## src/rtl/bus_rr_arbiter_ctrl.sv

```systemverilog
// Round-robin arbiter/sequencer: pops one pending driver FIFO at a time and pushes the word
// to its decoded destination port(s). Optional broadcast delivery under `BUS_BCAST_EN`.
module bus_rr_arbiter_ctrl #(
    parameter int unsigned PCKG_SZ  = 16,
    parameter int unsigned DRVRS    = 8,
    parameter logic [7:0]  BCAST_ID = 8'hFF
) (
    input  logic                       clk,
    input  logic                       reset,
    input  logic [DRVRS-1:0]           pndng,
    input  logic [DRVRS*PCKG_SZ-1:0]   D_pop,
    output logic [DRVRS-1:0]           pop,
    output logic [DRVRS-1:0]           push,
    output logic [PCKG_SZ-1:0]         D_push,
    output logic [$clog2(DRVRS)-1:0]   gnt_id,
    output logic                       busy,
    output logic [15:0]                pkt_cnt,
    output logic [7:0]                 err_cnt
);

    localparam int unsigned IdW = $clog2(DRVRS);
    localparam logic [DRVRS-1:0] OneHot0 = DRVRS'(1);

    typedef enum logic [1:0] {StIdle, StPop, StPush} state_e;

    state_e             state_q;
    logic [IdW-1:0]     rr_ptr_q;
    logic [IdW-1:0]     gnt_q;
    logic [IdW-1:0]     win_idx;
    logic [PCKG_SZ-1:0] head;
    logic [PCKG_SZ-1:0] data_q;
    logic [7:0]         dest;
    logic [DRVRS-1:0]   pop_q;
    logic [DRVRS-1:0]   push_q;
    logic [DRVRS-1:0]   push_nxt;
    logic               deliver;
    logic               drop;
    logic               busy_q;
    logic [15:0]        pkt_q;
    logic [7:0]         err_q;
    int unsigned        sidx;

    // Scan downward so the lowest offset from rr_ptr is the last (winning) assignment.
    always_comb begin
        win_idx = rr_ptr_q;
        sidx    = 0;
        for (int k = DRVRS - 1; k >= 0; k--) begin
            sidx = 32'(rr_ptr_q) + 32'(k);
            if (sidx >= DRVRS) begin
                sidx = sidx - DRVRS;
            end
            if (pndng[sidx[IdW-1:0]]) begin
                win_idx = sidx[IdW-1:0];
            end
        end
    end

    always_comb begin
        head = '0;
        for (int i = 0; i < DRVRS; i++) begin
            if (gnt_q == i[IdW-1:0]) begin
                head = D_pop[i*PCKG_SZ +: PCKG_SZ];
            end
        end
    end

    assign dest = head[PCKG_SZ-1 -: 8];

    // Destination decode is done on the FIFO head while popping so push is registered.
    always_comb begin
        push_nxt = '0;
        deliver  = 1'b0;
        drop     = 1'b0;
        if (dest == BCAST_ID) begin
`ifdef BUS_BCAST_EN
            push_nxt = ~(OneHot0 << gnt_q);
            deliver  = 1'b1;
`else
            drop     = 1'b1;
`endif
        end else if (32'(dest) >= DRVRS || dest == 8'(gnt_q)) begin
            drop = 1'b1;
        end else begin
            push_nxt = OneHot0 << dest;
            deliver  = 1'b1;
        end
    end

    always_ff @(posedge clk or negedge reset) begin
        if (!reset) begin
            state_q  <= StIdle;
            rr_ptr_q <= '0;
            gnt_q    <= '0;
            data_q   <= '0;
            pop_q    <= '0;
            push_q   <= '0;
            busy_q   <= 1'b0;
            pkt_q    <= '0;
            err_q    <= '0;
        end else begin
            unique case (state_q)
                StIdle: begin
                    if (|pndng) begin
                        state_q <= StPop;
                        gnt_q   <= win_idx;
                        pop_q   <= OneHot0 << win_idx;
                        busy_q  <= 1'b1;
                    end
                end
                StPop: begin
                    state_q  <= StPush;
                    pop_q    <= '0;
                    data_q   <= head;
                    push_q   <= push_nxt;
                    rr_ptr_q <= (gnt_q == IdW'(DRVRS - 1)) ? '0 : gnt_q + 1'b1;
                    if (deliver && pkt_q != 16'hFFFF) begin
                        pkt_q <= pkt_q + 16'd1;
                    end
                    if (drop && err_q != 8'hFF) begin
                        err_q <= err_q + 8'd1;
                    end
                end
                StPush: begin
                    state_q <= StIdle;
                    push_q  <= '0;
                    busy_q  <= 1'b0;
                end
                default: state_q <= StIdle;
            endcase
        end
    end

    assign pop     = pop_q;
    assign push    = push_q;
    assign D_push  = data_q;
    assign gnt_id  = gnt_q;
    assign busy    = busy_q;
    assign pkt_cnt = pkt_q;
    assign err_cnt = err_q;

endmodule

```

## config.mk

```make
export PLATFORM = sky130hd
export DESIGN_NAME = bus_rr_arbiter_ctrl
export DESIGN_NICKNAME = d
export VERILOG_FILES = /design/src/rtl/bus_rr_arbiter_ctrl.sv
export SDC_FILE = /design/constraint.sdc
export NUM_CORES = 1
export LEC_CHECK = 0
export ABC_AREA = 1
export CORE_MARGIN = 1
export CORE_UTILIZATION = 65
export CTS_CLUSTER_DIAMETER = 60
export DETAILED_ROUTE_END_ITERATION = 12
export DONT_BUFFER_PORTS = 1
export PLACE_DENSITY = 0.83
export SYNTH_ARGS = -nofsm -noshare
export SYNTH_HDL_FRONTEND = slang
export SYNTH_SLANG_ARGS = --single-unit
```

## constraint.sdc

```tcl
create_clock -name clk -period 2.9 [get_ports clk]
set_input_delay 0.435 -clock clk [delete_from_list [all_inputs] [get_ports clk]]
set_output_delay 0.435 -clock clk [all_outputs]
set_load 0.01 [all_outputs]
```

==> results.md, run 1 <==
- Pins Over Slew Limit: 0
- Highest routed layer: met4
- Multiplexer share of the synthesized area: 0.5676%
- Endpoint class of the critical path: flip-flop
- Post-synth ARST share: 100.0%
- Core box area: approximately 7800 um^2
- Crit share post-route: about 96%
- Flops & latches, synth: 65
- Cell with the most instances after synthesis: nand2_1
- Final ANT Viol Nets: 0
- Total Power: 7.153 mW
- Comb pwr share: 67.7%
- Slew @ Worst Pin: about 600 ps
- Commonest cells post-synth: nand2_1 (297), nand3_1 (76), inv_1 (70)
- Placed Cells: between 900 and 1k
- Relative max-transition margin: 61.05%
- Post-DP HPWL: about 12000 um
- Synth Area in Compound Gates: under 10%
- Std-Cell Rows: 32
- Antenna diodes: 0
- Power per cell area: 1252 nW/um^2
- DRT Pass-1 Iters: 7
- DR iter-0 viols: ~370
- Cell-internal power: approximately 3.2 mW
- Fin crit period: 2770 ps
- Grt total ovfl: 0
- Crit path max fanout: 15
- Synth Flop Type: dfrtp_1
- First-pass GRT wire length: ~25000 um
- Met3 WL: ~1300 um
- Clock transition at the registers of the reported paths: roughly 80 ps
- Crit path kind: flip-flop to flip-flop
- Clock network fraction of total power: roughly 11%
- Distinct cells, synth: 43
- Status: finished clean
- Synth area leaders: dfrtp_1 (31%), nand2_1 (21%), nand3_1 (7.2%)
- Final core utilization: roughly three quarters
- Psw: 3.972 mW
- Post-synth EDFFs: 0
- Post-synthesis xor/xnor area fraction: under 10%
- Highest Clock Rate: about 0.36 GHz
- Post-synth top area cell: dfrtp_1
- Post-detailed-route via-to-cell ratio: ~6
- Die Y: 92.22 um
- DRT met1 WL: approximately 6000 um
- Mapped Nets: around 960
- Post-Synth Adder-Cell Area: between 3 and 4%
- Synthesized area: 5290 um^2
- P_leak: roughly 2.9 nW
- Clk_lat worst skew: ~370 ps
- Vias in the first global route: 5173
- Sequential share of power: approximately a fifth
- Residual DRC: 0
- Simple-gate share of the synthesized area: between 40% and 50%
- Met2 WL: just under 8000 um
- Sequential fraction of the synthesis area: 30.75%
- Top-area cell type share of the netlist area: ~30%
- Largest net degree at the start of global routing: between 60 and 70
- Routed WL per cell: around 17 um
- Hold crit path type: primary input to flip-flop
- GRT Total Usage: a little under two fifths
- PortBufs: 0
- Syn. warnings: 0
- Number of max-cap violations: 0
- Setup_tns: 0 ps
- Die area: roughly 8500 um^2
- Initial Util: 67.76%
- CTS sink cnt: 65
- GPL Wtd Cong: about 1
- Total number of vias: 5521
- Final Setup Violations: 0
- Maximum vdd drop: between 0.5 and 0.6 mV
- Antenna violations before repair: 0
- Num CTS Buffers: 9
- Clock skew: 15.65 ps
- Wirelength, routed: 15910 um
- Crit start category: flip-flop
- Crit path DAT: roughly 3000 ps
- Post-Syn Instances: around 800
- WP data required: 3160 ps
- Switching share of power: a little under three fifths
- H-tree depth: 3
- Final Non-Filler Cells: ~920
- CTS Buffer Depth: 2
- Layout cells sized above 1: under 10%
- Boundary Pins: ~200
- Number of failing hold endpoints at the final stage: 0
- Nets: approximately 970
- Clk root buf: clkbuf_8
- Mapped Avg Cell Area: ~6.5 um^2
- CTS tree: done
- Largest family of logic cells by synthesized area: simple AND/OR/NAND/NOR gates
- Die width: 92.22 um
- Area growth syn-to-layout: 8.018%
## worst max-delay path, cell delays in order (launching register included)
cell and delay (ps):
dfrtp_1 430, ha_1 260, ha_1 220, buf_4 200, nand2_1 90, nand2_1 60
inv_1 50, nand2_1 60, nand3_1 80, nand3_1 70, nand2_1 100, nand2_1 130
nand2_1 140, nand2_1 60, inv_1 90, nand3_4 130, nand2_4 150, buf_12 120
nand3_1 60, nand2_1 100, nand2_1 60
## placed cells by master, fill, tap and decap left out, types with 3 or more instances in the layout
master	synthesis	final
a21oi_1	11	11
nor3_1	5	5
nand2_2	5	4
dfrtp_1	65	64
nand3_1	76	76
ha_1	14	10
xor2_1	16	16
a211oi_1	8	8
or2_2	4	4
a31oi_1	13	13
mux2i_1	3	3
ha_2	0	4
o21ai_1	13	13
inv_6	1	4
o21ai_0	28	28
nand2_1	297	297
nand4_1	29	29
nor2_1	67	67
o31ai_1	8	8
clkinv_1	5	5
buf_4	1	20
nand2_4	3	3
nor2_4	4	4
inv_2	4	5
nor4_1	6	6
nand3_4	1	3
inv_1	70	69
xnor2_1	5	5
clkbuf_8	0	9
## sequential cells by signal (all words and copies together), names as in the netlist
register  cells
push          8
rr_ptr_q      3
gnt_id        3
pop           8
D_push       16
state_q       2
busy          1
pkt_cnt      16
err_cnt       8
## per-stage QoR
stage | worst slack, ps | hold slack (ps) | cell area [um^2]
floorplan | 367.5 | 139.4 | 5290
global placement | 237.4 | 140.7 | 5371
detailed placement | 132.9 | 140.6 | 5371
CTS | 97.68 | 229.1 | 5608
global route | -32.82 | 245.8 | 5714
finish | 130.0 | 230.5 | 5714
## power by group through the flow
stage                     combinational [mW]  clock (mW)  sequential (mW)
final                                   4.84       0.816             1.49
after global routing                    5.42       0.858             1.52
after CTS                               4.52       0.813             1.48
after detailed placement                4.48           0             1.49
after global placement                  4.35           0             1.49
after floorplan                         3.66           0             1.41
## path summary, 6_finish.rpt
kind | slack (ps) | depth (start not counted) | startpoint | endpoint
hold / removal | 230 | 2 | D_pop[113] | D_push[1]$_DFFE_PN0P_
setup / recovery | 130 | 20 | gnt_id[0]$_DFFE_PN0P_ | err_cnt[5]$_DFFE_PN0P_
setup reg to reg | 130 | 20 | gnt_id[0]$_DFFE_PN0P_ | err_cnt[5]$_DFFE_PN0P_
min in group asynchronous | 580 | 2 | reset | pop[5]$_DFFE_PN0P_
hold reg to reg | 530 | 2 | state_q[1]$_DFFE_PN0P_ | state_q[1]$_DFFE_PN0P_
max in group asynchronous | 2020 | 2 | reset | gnt_id[1]$_DFFE_PN0P_
## routing by layer
metal	vias up	GRT usage, %
li1	2656	-
met1	2535	45.30
met2	274	65.61
met3	56	9.204
met4	0	16.15
met5	-	0
## cells by family (layout without fill, tap and decap cells)
kind of cell,after synthesis,count (layout)
xor+xnor,21,21
simple gates,511,512
buf+inv,111,120
flops,65,65
fa+ha+maj,14,14
compound gates,86,86
mux,3,3
## area by class of cell
class | count | area [um^2]
Multi-Input combinational cell | 636 | 3227
Clock buffer | 9 | 123.9
Inverter | 80 | 305.3
Clock inverter | 7 | 75.07
Tap cell | 102 | 127.6
Fill cell | 630 | 2093
Sequential cell | 65 | 1628
Timing Repair Buffer | 24 | 227.7
## what timing repair did
item,CTS,global route
resized for setup,0,10
setup buffers,0,3
endpoints found under the setup margin,0,32
hold endpoints to repair,65,0
hold buffers,2,0
No activity file was read; power rests on OpenSTA's default activity.
==> inputs of run 2 (changes only) <==
Settings changed: REMOVE_ABC_BUFFERS set to 1.
==> run 2 against run 1 <==
  * First-iteration DRC count is 3.3% higher
  * Fmax is 3.0% higher
  * Count of clock-buffer cells in the layout is 1 higher
  * Via count is 1.7% lower
  * Power hardly changed
  * Die area stayed put
  * Register-to-register slack better by 80 ps
  * Setup slack better by 80 ps
  * Critical endpoint is now err_cnt[2]$_DFFE_PN0P_
  * Clock power is 0.6% lower
  * Routed wire length is 2.3% lower
==> results.md, run 2 (synthesis results as in run 1) <==
- Status: finished clean (unchanged)
- Pins Over Slew Limit: 0 (unchanged)
- Die Y: 92.22 um (unchanged)
- Most used cell, CP: nand2_1 (unchanged)
- CP Launch Point: gnt_id[0]$_DFFE_PN0P_ (unchanged)
- Die width: 92.22 um (unchanged)
- Pre-CTS WS: 212.6 ps (was 132.9 ps)
- Crit Reg-Reg Endpoint: err_cnt[2]$_DFFE_PN0P_ (was err_cnt[5]$_DFFE_PN0P_)
- Maximum vdd drop: 0.5912 mV (was 0.5902 mV)
- Highest Clock Rate: 0.3717 GHz (was 0.3610 GHz)
- Antenna violations before repair: 0 (unchanged)
- Post-DP HPWL: 11690 um (was 11770 um)
- First-pass GRT wire length: 24900 um (was 25300 um)
- Core box area: 7807 um^2 (unchanged)
- Final Non-Filler Cells: 927 (was 923)
- Area occupied by multi-input gates: 3208 um^2 (was 3227 um^2)
- Fillcell total: 672 (was 630)
- PortBufs: 0 (unchanged)
- Setup slack, reg-to-reg: 210 ps (was 130 ps)
- Worst Setup EP: err_cnt[2]$_DFFE_PN0P_ (was err_cnt[5]$_DFFE_PN0P_)
- Total Power: 7.152 mW (was 7.153 mW)
- Clock skew: 9.837 ps (was 15.65 ps)
- DR iter-0 viols: 380 (was 368)
- Area growth syn-to-layout: 8.302% (was 8.018%)
- Placed Cells: 903 (was 901)
- Final worst slack: 209.9 ps (was 130.0 ps)
- Residual DRC: 0 (unchanged)
- Num CTS Buffers: 9 (unchanged)
- Boundary Pins: 198 (unchanged)
- Total number of vias: 5427 (was 5521)
- Slowest-stage cell, CP: dfrtp_1 (unchanged)
- Std-Cell Rows: 32 (unchanged)
- Die area: 8504 um^2 (unchanged)
- Relative max-transition margin: 55.09% (was 61.05%)
- Fin crit period: 2690 ps (was 2770 ps)
- P_leak: 2.924 nW (was 2.909 nW)
- Grt total ovfl: 0 (unchanged)
- Vias in the first global route: 5257 (was 5173)
- Routed WL per cell: 16.78 um (was 17.24 um)
- Number of failing hold endpoints at the final stage: 0 (unchanged)
- RR Startpoint: gnt_id[0]$_DFFE_PN0P_ (unchanged)
- Most frequent cells in the layout: nand2_1 (297), nand3_1 (76), inv_1 (68) (was nand2_1 (297), nand3_1 (76), inv_1 (69))
- Endpoint class of the critical path: flip-flop (unchanged)
- CTS tree: done (unchanged)
- Worst-case reg-to-reg path depth: 16 (was 20)
- WP data required: 3150 ps (was 3160 ps)
- Hold path depth: 2 (unchanged)
- Unrepaired setup endpoints after global routing: false
- Nets: 972 (was 968)
- Wirelength, routed: 15560 um (was 15910 um)
- DRT Pass-1 Iters: 5 (was 7)
- Final Cell Area: 5729 um^2 (was 5714 um^2)
- Power per cell area: 1248 nW/um^2 (was 1252 nW/um^2)
- Crit path DAT: 2940 ps (was 3030 ps)
- Antenna diodes: 0 (unchanged)
- GPL Wtd Cong: 1.011 (was 0.9768)
- Layout cells sized above 1: 9.455% (was 9.013%)
- Commonest non-fill, non-tap cell in the layout: nand2_1 (unchanged)
- GRT Total Usage: 37.23% (was 38.12%)
- Clk root buf: clkbuf_8 (unchanged)
- Crit-path cells: inv_2 -> ha_2 -> nand2_2 -> or2_2 -> nand3_1 -> nand3_1 -> nand2_1 -> nand2_1 -> nand2_1 -> nand2_1 -> inv_1 -> nand3_2 -> nand2_4 -> nand3_2 -> nand2_1 -> nand2_1 (was ha_1 -> ha_1 -> buf_4 -> nand2_1 -> nand2_1 -> inv_1 -> nand2_1 -> nand3_1 -> nand3_1 -> nand2_1 -> nand2_1 -> nand2_1 -> nand2_1 -> inv_1 -> nand3_4 -> nand2_4 -> buf_12 -> nand3_1 -> nand2_1 -> nand2_1)
- Placed Area: 5386 um^2 (was 5371 um^2)
- Number of max-cap violations: 0 (unchanged)
- Crit path max fanout: 11 (was 15)
- CTS sink cnt: 65 (unchanged)
- Final Setup Violations: 0 (unchanged)
- Flip-flop and latch area: 1627 um^2 (was 1628 um^2)
- Clk_lat worst skew: 360 ps (was 370 ps)
- Crit share post-route: 92.76% (was 95.52%)
- Slew @ Worst Pin: 667.6 ps (was 584.3 ps)
- Crit start category: flip-flop (unchanged)
- CTS Buffer Depth: 2 (unchanged)
- Clock transition at the registers of the reported paths: 80 ps (about the same)
- Crit path kind: flip-flop to flip-flop (unchanged)
- Post-detailed-route via-to-cell ratio: 5.854 (was 5.982)
- H-tree depth: 3 (unchanged)
- CP max stage delay: 460 ps (was 430 ps)
- Largest net degree at the start of global routing: 66 (unchanged)
- Hold crit path type: primary input to flip-flop (unchanged)
- Final ANT Viol Nets: 0 (unchanged)
- Initial Util: 67.76% (unchanged)
run 2: layout make-up:
class	count	share of cell area, %
clock buffer	10	2.402
clock inverter	6	1.157
inverter	80	5.329
multi-input combinational	636	55.99
sequential	65	28.39
tap	102	2.228
timing repair buffer	28	4.499
run 2: critical path, delay by kind of cell (launching register included):
kind                       cells  cell delay (ps)
and+or+nand+nor               13             1680
DFF                            1              460
adders and majority gates      1              250
buffers and inverters          2              210
run 2: what timing repair did:
action	in CTS	in global routing
endpoints found under the setup margin	0	30
resized for setup	0	7
buffers inserted	0	5
hold buffers	2	0
hold endpoints to repair	65	0
run 2: through the flow:
step | setup TNS, ps | hold WS (ps) | utilization (%)
6_report | 0 | 237.3 | 73.38
5_1_grt | 0 | 241.0 | 73.38
3_3_place_gp | 0 | 141.2 | 68.99
3_5_place_dp | 0 | 141.0 | 68.99
4_1_cts | 0 | 228.9 | 72.08
2_1_floorplan | -0.3302 | 139.4 | -
run 2: how the worst min path moves through the flow:
stage                          start                     to
final                     D_pop[116]  D_push[4]$_DFFE_PN0P_
after global routing      D_pop[116]  D_push[4]$_DFFE_PN0P_
after CTS                 D_pop[116]  D_push[4]$_DFFE_PN0P_
after detailed placement       reset     pop[5]$_DFFE_PN0P_
after global placement         reset     pop[6]$_DFFE_PN0P_
after floorplan                reset  D_push[0]$_DFFE_PN0P_
run 2: metal layers:
metal  part of all wire, %  vias to the layer above  track usage, %
met4                   4.2                        0           17.45
met2                    48                      257           62.81
met1                    39                     2472           43.90
met3                   8.3                       47           10.12
met5                     0                        -               0
li1                      -                     2651               -
run 2: power by group:
group / switching [mW] / internal, mW / total [mW]
clock: 0.387 / 0.423 / 0.811
combinational: 3.20 / 1.66 / 4.86
sequential: 0.331 / 1.15 / 1.48
==> inputs of run 3 (changes only) <==
Settings changed: CORE_UTILIZATION 65 to 46, DONT_BUFFER_PORTS 1 to not set, PLACE_DENSITY 0.83 to 0.85.
Clock period 2.9 ns to 2.89 ns, I/O delays scaled along.
==> run 3 against run 2 <==
  * Utilization is 3.0 points lower
  * First-iteration DRC count decreased by 8.4%
  * Setup slack better by 59 ps
  * Clock power increased by 25%
  * Sequential power is 7% lower
  * Non-clock buffer count is 195 higher
  * Cell area grew 35%
  * Sequential share of layout area down 7.4 points
  * Critical path depth up 1
==> results.md, run 3 (synthesis results as in run 1) <==
- Routed WL per cell: 14.46 um (was 16.78 um)
- Number of failing hold endpoints at the final stage: 0 (unchanged)
- Maximum vdd drop: 0.7739 mV (was 0.5912 mV)
- CTS sink cnt: 65 (unchanged)
- Num CTS Buffers: 9 (unchanged)
- WP data required: 3100 ps (was 3150 ps)
- Crit path kind: flip-flop to flip-flop (unchanged)
- Relative max-transition margin: 48.45% (was 55.09%)
- P_leak: 3.683 nW (was 2.924 nW)
- Most frequent cells in the layout: nand2_1 (296), clkdlybuf4s50_1 (196), nand3_1 (76) (was nand2_1 (297), nand3_1 (76), inv_1 (68))
- Vias in the first global route: 5721 (was 5257)
- Clk root buf: clkbuf_16 (was clkbuf_8)
- PortBufs: 197 (was 0)
- Fin crit period: 2622 ps (was 2690 ps)
- Number of max-cap violations: 0 (unchanged)
- Die Y: 109.2 um (was 92.22 um)
- Unrepaired setup endpoints after global routing: false (unchanged)
- Residual DRC: 0 (unchanged)
- Area growth syn-to-layout: 46.74% (was 8.302%)
- Total number of vias: 6040 (was 5427)
- Initial Util: 47.96% (was 67.76%)
- Switching share of power: 50.58% (was 54.82%)
- Final Cell Area: 7762 um^2 (was 5729 um^2)
- Most used cell, CP: nand2_1 (unchanged)
- Hold crit path type: primary input to asynchronous set/reset pin (was primary input to flip-flop)
- Power per cell area: 999.4 nW/um^2 (was 1248 nW/um^2)
- Antenna violations before repair: 0 (unchanged)
- Die width: 109.2 um (was 92.22 um)
- Core box area: 11030 um^2 (was 7807 um^2)
- Final ANT Viol Nets: 0 (unchanged)
- Crit path max fanout: 15 (was 11)
- Critical path's top delay family: simple AND/OR/NAND/NOR gates (unchanged)
- Sequential share of power: 17.7% (was 20.7%)
- Nets: 1166 (was 972)
- First-pass GRT wire length: 27390 um (was 24900 um)
- Post-detailed-route via-to-cell ratio: 5.211 (was 5.854)
- Final Setup Violations: 0 (unchanged)
- Highest Clock Rate: 0.3814 GHz (was 0.3717 GHz)
- Placed Area: 7438 um^2 (was 5386 um^2)
- H-tree depth: 3 (unchanged)
- GRT Total Usage: 29.57% (was 37.23%)
- Largest net degree at the start of global routing: 37 (was 66)
- CP max stage delay: 450 ps (was 460 ps)
- Clock network fraction of total power: 13.0% (was 11.3%)
- Slew @ Worst Pin: 773.2 ps (was 667.6 ps)
- Crit start category: flip-flop (unchanged)
- Buf+Inv Stages, Crit Path: 2 (unchanged)
- Psw: 3.924 mW (was 3.921 mW)
- Status: finished clean (unchanged)
- Post-DP HPWL: 13210 um (was 11690 um)
- DRT Pass-1 Iters: 7 (was 5)
- Endpoint class of the critical path: flip-flop (unchanged)
- Clk_lat worst skew: 320 ps (was 360 ps)
- GPL Wtd Cong: 0.9120 (was 1.011)
- Die area: 11930 um^2 (was 8504 um^2)
- Hold-fix buffer count after cts: 0 (was 2)
- Crit share post-route: 90.71% (was 92.76%)
- Boundary Pins: 198 (unchanged)
- Antenna diodes: 0 (unchanged)
- Clock skew: 5.623 ps (was 9.837 ps)
- CTS Buffer Depth: 2 (unchanged)
- DR iter-0 viols: 348 (was 380)
- Final core utilization: 70.37% (was 73.38%)
- Pins Over Slew Limit: 0 (unchanged)
- Crit path DAT: 2830 ps (was 2940 ps)
- Commonest non-fill, non-tap cell in the layout: nand2_1 (unchanged)
- Slowest-stage cell, CP: dfrtp_2 (was dfrtp_1)
- Clock transition at the registers of the reported paths: 60 ps (was 80 ps)
- Std-Cell Rows: 38 (was 32)
- Wirelength, routed: 16760 um (was 15560 um)
- Grt total ovfl: 0 (unchanged)
- Crit-path cells: ha_1 -> ha_1 -> buf_4 -> nand2_1 -> nand2_1 -> inv_1 -> nand2_1 -> nand3_1 -> nand3_1 -> nand2_1 -> nand2_1 -> nor2_4 -> nand2_4 -> nor2_8 -> nand4_4 -> nand2_1 -> nand2_1 (was inv_2 -> ha_2 -> nand2_2 -> or2_2 -> nand3_1 -> nand3_1 -> nand2_1 -> nand2_1 -> nand2_1 -> nand2_1 -> inv_1 -> nand3_2 -> nand2_4 -> nand3_2 -> nand2_1 -> nand2_1)
- Comb pwr share: 69.3% (was 67.9%)
- Layout cells sized above 1: 7.753% (was 9.455%)
- CTS tree: done (unchanged)
- Cell-internal power: 3.834 mW (was 3.232 mW)
==> run 3: changes by cell type in the layout (fill, tap and decap cells not counted), sizes merged <==
cell / previous run / this run
clkbuf: 10 / 11
bufinv: 1 / 0
nand4: 31 / 30
dlygate4sd3: 1 / 0
clkinv: 9 / 8
clkinvlp: 0 / 2
inv: 76 / 75
clkdlybuf4s50: 0 / 196
==> run 3: layout make-up <==
| type | count | area, um^2 |
|---|---|---|
| clock inverter | 5 | 30.03 |
| clock buffer | 11 | 252.7 |
| multi-input combinational | 635 | 3208 |
| inverter | 80 | 305.3 |
| tap | 140 | 175.2 |
| sequential | 65 | 1629 |
| timing repair buffer | 223 | 2162 |
| fill | 975 | 3268 |
==> run 3: per-layer routing <==
metal	vias up	track usage, %	part of all wire (%)
li1	3042	-	-
met1	2735	36.24	42
met2	225	49.91	48
met3	38	7.173	6.4
met4	0	11.52	3.3
met5	-	0	0
==> run 3: through the flow <==
stage               power [mW]  hold WS (ps)  instances  worst slack (ps)  TNS [ps]
floorplan                4.892         137.9        780            -10.33    -10.33
global placement         6.574         461.6       1143             159.8         0
detailed placement       6.654         471.4       1143             71.05         0
CTS                      7.694         211.6       1159             48.61         0
global route             8.512         252.8       1159             15.66         0
finish                   7.758         187.4       1159             268.4         0
==> run 3: power groups by stage <==
stage | clock network, mW | logic [mW] | registers (mW)
finish | 1.01 | 5.38 | 1.37
global route | 1.07 | 6.05 | 1.40
CTS | 1.03 | 5.31 | 1.36
detailed placement | 0 | 5.29 | 1.37
global placement | 0 | 5.21 | 1.37
floorplan | 0 | 3.43 | 1.47
==> run 3: path summary, 6_finish.rpt <==
kind / startpoint / cells after the start / slack, ps / endpoint
worst min-delay path: reset / 1 / 190 / pop[6]$_DFFE_PN0P_
max in group asynchronous: reset / 2 / 1960 / gnt_id[1]$_DFFE_PN0P_
worst min register to register: D_push[13]$_DFFE_PN0P_ / 2 / 480 / D_push[13]$_DFFE_PN0P_
worst max register to register: gnt_id[0]$_DFFE_PN0P_ / 17 / 270 / pkt_cnt[2]$_DFFE_PN0P_
worst max-delay path: gnt_id[0]$_DFFE_PN0P_ / 17 / 270 / pkt_cnt[2]$_DFFE_PN0P_
min in group clk: D_push[13]$_DFFE_PN0P_ / 2 / 480 / D_push[13]$_DFFE_PN0P_
==> run 3: what timing repair did <==
item / CTS / global route
buffers inserted: 0 / 0
resized for setup: 0 / 11
hold endpoints to repair: 0 / 0
setup endpoints to repair: 0 / 32
